--- src/rtl/key_entry_ctrl.sv ---
// Keypad entry controller: collects a two-digit charge amount, checks it against a limit,
// and holds the accepted value until the charger reports done.
module key_entry_ctrl #(
    parameter int unsigned MAX_AMOUNT  = 20,
    parameter int unsigned TIMEOUT_CYC = 500000000,
    parameter int unsigned TMR_W       = 29
) (
    input  logic       clk,
    input  logic       rst_n,
    input  logic [3:0] key_value,
    input  logic       press_num,
    input  logic       start,
    input  logic       clear,
    input  logic       confirm,
    input  logic       done,
    output logic [3:0] digit_hi,
    output logic [3:0] digit_lo,
    output logic [1:0] digit_cnt,
    output logic [6:0] amount,
    output logic       amount_valid,
    output logic       entry_active,
    output logic       locked,
    output logic       err
);

    localparam logic [1:0] ST_IDLE   = 2'd0;
    localparam logic [1:0] ST_ENTRY  = 2'd1;
    localparam logic [1:0] ST_LOCKED = 2'd2;

    localparam logic [6:0]       MAX_AMT  = 7'(MAX_AMOUNT);
    localparam logic [TMR_W-1:0] TMR_LAST = TMR_W'(TIMEOUT_CYC - 1);

    logic [1:0]       state_q, state_d;
    logic [3:0]       hi_q, hi_d, lo_q, lo_d;
    logic [1:0]       cnt_q, cnt_d;
    logic [TMR_W-1:0] timer_q, timer_d;
    logic             valid_q, valid_d;
    logic             err_q, err_d;
    logic             is_digit;

    assign amount   = ({3'b000, hi_q} * 7'd10) + {3'b000, lo_q};
    assign is_digit = press_num && (key_value <= 4'd9);

    always_comb begin
        state_d = state_q;
        hi_d    = hi_q;
        lo_d    = lo_q;
        cnt_d   = cnt_q;
        timer_d = '0;
        valid_d = 1'b0;
        err_d   = 1'b0;
        case (state_q)
            ST_IDLE: begin
                if (start) begin
                    state_d = ST_ENTRY;
                    hi_d    = 4'd0;
                    lo_d    = 4'd0;
                    cnt_d   = 2'd0;
                end
            end
            ST_ENTRY: begin
                timer_d = timer_q + 1'b1;
                if (clear || start) begin
                    hi_d    = 4'd0;
                    lo_d    = 4'd0;
                    cnt_d   = 2'd0;
                    timer_d = '0;
                end else if (confirm) begin
                    timer_d = '0;
                    if (cnt_q != 2'd0) begin
                        if ((amount == 7'd0) || (amount > MAX_AMT)) begin
                            err_d = 1'b1;
                            hi_d  = 4'd0;
                            lo_d  = 4'd0;
                            cnt_d = 2'd0;
                        end else begin
                            state_d = ST_LOCKED;
                            valid_d = 1'b1;
                        end
                    end
                end else if (is_digit) begin
                    timer_d = '0;
                    // Digits shift in from the right; a third digit is dropped.
                    if (cnt_q == 2'd0) begin
                        lo_d  = key_value;
                        cnt_d = 2'd1;
                    end else if (cnt_q == 2'd1) begin
                        hi_d  = lo_q;
                        lo_d  = key_value;
                        cnt_d = 2'd2;
                    end
                end else if (timer_q == TMR_LAST) begin
                    state_d = ST_IDLE;
                    hi_d    = 4'd0;
                    lo_d    = 4'd0;
                    cnt_d   = 2'd0;
                    timer_d = '0;
                end
            end
            ST_LOCKED: begin
                if (done || clear) begin
                    state_d = ST_IDLE;
                    hi_d    = 4'd0;
                    lo_d    = 4'd0;
                    cnt_d   = 2'd0;
                end
            end
            default: begin
                state_d = ST_IDLE;
                hi_d    = 4'd0;
                lo_d    = 4'd0;
                cnt_d   = 2'd0;
            end
        endcase
    end

    always_ff @(posedge clk or negedge rst_n) begin
        if (!rst_n) begin
            state_q <= ST_IDLE;
            hi_q    <= 4'd0;
            lo_q    <= 4'd0;
            cnt_q   <= 2'd0;
            timer_q <= '0;
            valid_q <= 1'b0;
            err_q   <= 1'b0;
        end else begin
            state_q <= state_d;
            hi_q    <= hi_d;
            lo_q    <= lo_d;
            cnt_q   <= cnt_d;
            timer_q <= timer_d;
            valid_q <= valid_d;
            err_q   <= err_d;
        end
    end

    assign digit_hi     = hi_q;
    assign digit_lo     = lo_q;
    assign digit_cnt    = cnt_q;
    assign amount_valid = valid_q;
    assign err          = err_q;
    assign entry_active = (state_q == ST_ENTRY);
    assign locked       = (state_q == ST_LOCKED);

endmodule
--- config.mk ---
export PLATFORM = sky130hd
export DESIGN_NAME = key_entry_ctrl
export DESIGN_NICKNAME = d
export VERILOG_FILES = /design/src/rtl/key_entry_ctrl.sv
export SDC_FILE = /design/constraint.sdc
export NUM_CORES = 1
export LEC_CHECK = 0
export BUFFER_PORTS_ARGS = -buffer_cell sky130_fd_sc_hd__buf_2
export CAP_MARGIN = 0
export CORE_ASPECT_RATIO = 1.2
export CORE_MARGIN = 10
export CORE_UTILIZATION = 55
export CTS_BUF_LIST = sky130_fd_sc_hd__clkbuf_2 sky130_fd_sc_hd__clkbuf_4 sky130_fd_sc_hd__clkbuf_8
export CTS_CLUSTER_DIAMETER = 30
export DETAILED_ROUTE_END_ITERATION = 7
export GPL_TIMING_DRIVEN = 1
export PLACE_DENSITY = 0.76
export SYNTH_ARGS = -nofsm -noshare
export SYNTH_HDL_FRONTEND = slang
export SYNTH_SLANG_ARGS = --single-unit
--- constraint.sdc ---
create_clock -name clk -period 7.4 [get_ports clk]
set_clock_uncertainty 0.05 [all_clocks]
set_input_delay 0 -clock clk [delete_from_list [all_inputs] [get_ports clk]]
set_output_delay 0 -clock clk [all_outputs]
set_load 0.1 [all_outputs]
==> metrics.csv <==
metric,value,unit
Pint,0.3181,mW
Sink Count,43,
TritonCTS buffer count,5,
routed length per instance,14.16,um
"Distinct cells, synth",47,
io pins,32,
final setup fails,0,
Max Fclk,340.1,MHz
DIE HEIGHT,92.61,um
DR pass1 iterations,4,
"flops & latches, synth",43,
drt via density,5.484,
max-cap violations,0,
Initial Utilization,0.5669,
Hold/Removal Path Class,in2reg,
Yosys top cell area share,0.4454,
syn nets,265,
first-pass GRT wire length,8.452,mm
Hold WS,65.86,ps
Tcrit/Tclk final,0.3973,
Routability Congestion,0.7984,
Post-Synthesis Cells,244,
fin area,2754,um^2
Global Route met3 Usage,0.04255,
Fin. Hold Viols,0,
worst endpoint required time,7570,ps
Comb power frac,0.073,
CTS tree,done,
DR iter-0 viols,76,
Commonest cells post-synth,"dfrtp_1, nor2_1, nand2_1, xor2_1",
Synth area leaders,"dfrtp_1, xor2_1, nor2_1, ha_1, xnor2_1",
Setup Total Neg Slack,0,ps
Post-DRT Antenna Nets,0,
Arrival @ worst endpoint,3110,ps
startpoint types,flip-flop,
detailed placement HPWL,3.695,mm
RSZ-0062 raised after global routing,false,
"Clk pin slew, worst setup/hold paths",80,ps
CTS HTree Levels,2,
sequential share of power,0.569,
port bufs,31,
critical setup path kind,reg2reg,
"Core Util, Final",0.6462,
Synth area leader,dfrtp_1,
clk buf depth,2,
synthesized area,2416,um^2
status,finished clean,
worst slew pin tran,926.0,ps
sequential cell area fraction in the yosys report,0.4454,
Post-DP Area,2615,um^2
drt drc,0,
Psw,0.09783,mW
min cycle time layout,2940,ps
Leakage Power,1.276,nW
Overflow after GRT,0,
Power per Cell Area,151.0,nW/um^2
DR vias,1859,
count of flip-flops with a built-in enable after synthesis,0,
area grow syn2layout,13.98,%
total global-route track usage,0.1360,
yosys warns,0,
syn avg cell area,9.902,um^2
clock power share,0.358,
"Clk Latency, worst-skew pair",290,ps
final wirelength,4.799,mm
vias in the first global route,1855,
Antenna Cells,0,
Die ar.,7455,um^2
largest net degree at the start of global routing,44,
main flop type after synthesis,dfrtp_1,
core area,4262,um^2
routing usage on met1,0.1509,
initial antenna violation count,0,
Switching Share,0.2352,
Die X,80.51,um
Layout Nets,303,
CP endpoint kind,flip-flop,
Peak supply drop,0.1294,mV
Rel. slew slack,0.3827,
Post-synth ARST share,1.000,
Clock Tree Root,clkbuf_8,
"count leader, synth",dfrtp_1,
M2 GR Usage,0.2427,
CP Max Fanout,6,
layout cells sized above 1,0.1767,
# rows,26,
busiest layer in global routing,met2,
max-slew violations,0,
## layout by cell type (no fill, tap or decap), types with 4 or more instances in the layout
cell type	n
xnor2_1	9
dfrtp_1	43
xor2_1	19
nand3_1	11
nand2_1	19
inv_1	12
mux2i_1	4
nand4_1	4
nor2_1	31
a22o_1	5
buf_2	31
o21ai_0	6
and4_1	5
and3_1	12
dlygate4sd3_1	5
clkbuf_8	5
ha_1	8
a21oi_1	8
## power groups by stage
| stage | Combinational, mW | Sequential [mW] | Clock, mW |
|---|---|---|---|
| floorplan | 0.0135 | 0.246 | 0 |
| global placement | 0.0289 | 0.241 | 0 |
| detailed placement | 0.0292 | 0.241 | 0 |
| CTS | 0.0313 | 0.237 | 0.153 |
| global route | 0.0336 | 0.237 | 0.161 |
| finish | 0.0304 | 0.237 | 0.149 |
## critical path, stage by stage, from the launching register on
cell and delay, ps:
dfrtp_1 450, ha_1 310, ha_1 130, inv_1 40, fa_1 360, xor2_1 350
nand3_1 140, a211oi_2 300, o32ai_2 160, o21ai_2 340, mux2i_1 220
## routing by layer
| metal | routed length, um | vias up |
|---|---|---|
| met5 | 0 | - |
| met4 | 40 | 0 |
| met3 | 266 | 4 |
| met2 | 2540 | 29 |
| met1 | 1951 | 895 |
| li1 | - | 931 |
## per-stage QoR
step | power [mW] | worst slack, ps | cells
after floorplan | 0.2593 | 3125 | 244
after global placement | 0.2703 | 4541 | 326
after detailed placement | 0.2707 | 4453 | 326
after CTS | 0.4211 | 4427 | 339
after global routing | 0.4320 | 4260 | 339
final | 0.4159 | 4460 | 339
## sequential cells by signal (all words and copies together), names as in the netlist
| register | cells |
|---|---|
| amount_valid | 1 |
| digit_hi | 4 |
| state_q | 2 |
| digit_lo | 4 |
| err | 1 |
| digit_cnt | 2 |
| timer_q | 29 |
## cell type report
class | count | area, um^2
multi-input cells | 184 | 1269
repair buffers | 36 | 205.2
clock buffers | 7 | 83.83
clock inverters | 1 | 5.005
inverters | 12 | 45.04
fillers | 372 | 1508
flip-flops and latches | 43 | 1076
well taps | 56 | 70.07
## what timing repair did
item,CTS,global route
endpoints found under the hold margin,47,0
resized for setup,0,0
hold buffers,5,0
buffers inserted,0,0
## final timing paths
check | slack (ps) | startpoint | endpoint | cells after the start
setup / recovery | 4460 | digit_hi[1] | digit_lo[0] | 10
hold / removal | 70 | confirm | err | 3
setup reg to reg | 4460 | digit_hi[1] | digit_lo[0] | 10
hold reg to reg | 440 | timer_q[0] | timer_q[0] | 1
max in group asynchronous | 6390 | rst_n | timer_q[28] | 2
min in group asynchronous | 340 | rst_n | timer_q[4] | 2
## cells by family (layout without fill, tap and decap cells)
kind of cell    Yosys count  in the layout  synth area share
mux                       4              4           0.01657
simple gates            105            105            0.2341
compound gates           37             37            0.1150
xor+xnor                 28             28            0.1015
fa+ha+maj                10             10           0.05800
flops                    43             43            0.4454
buf+inv                  17             56           0.02951
No activity file was read; power rests on OpenSTA's default activity.
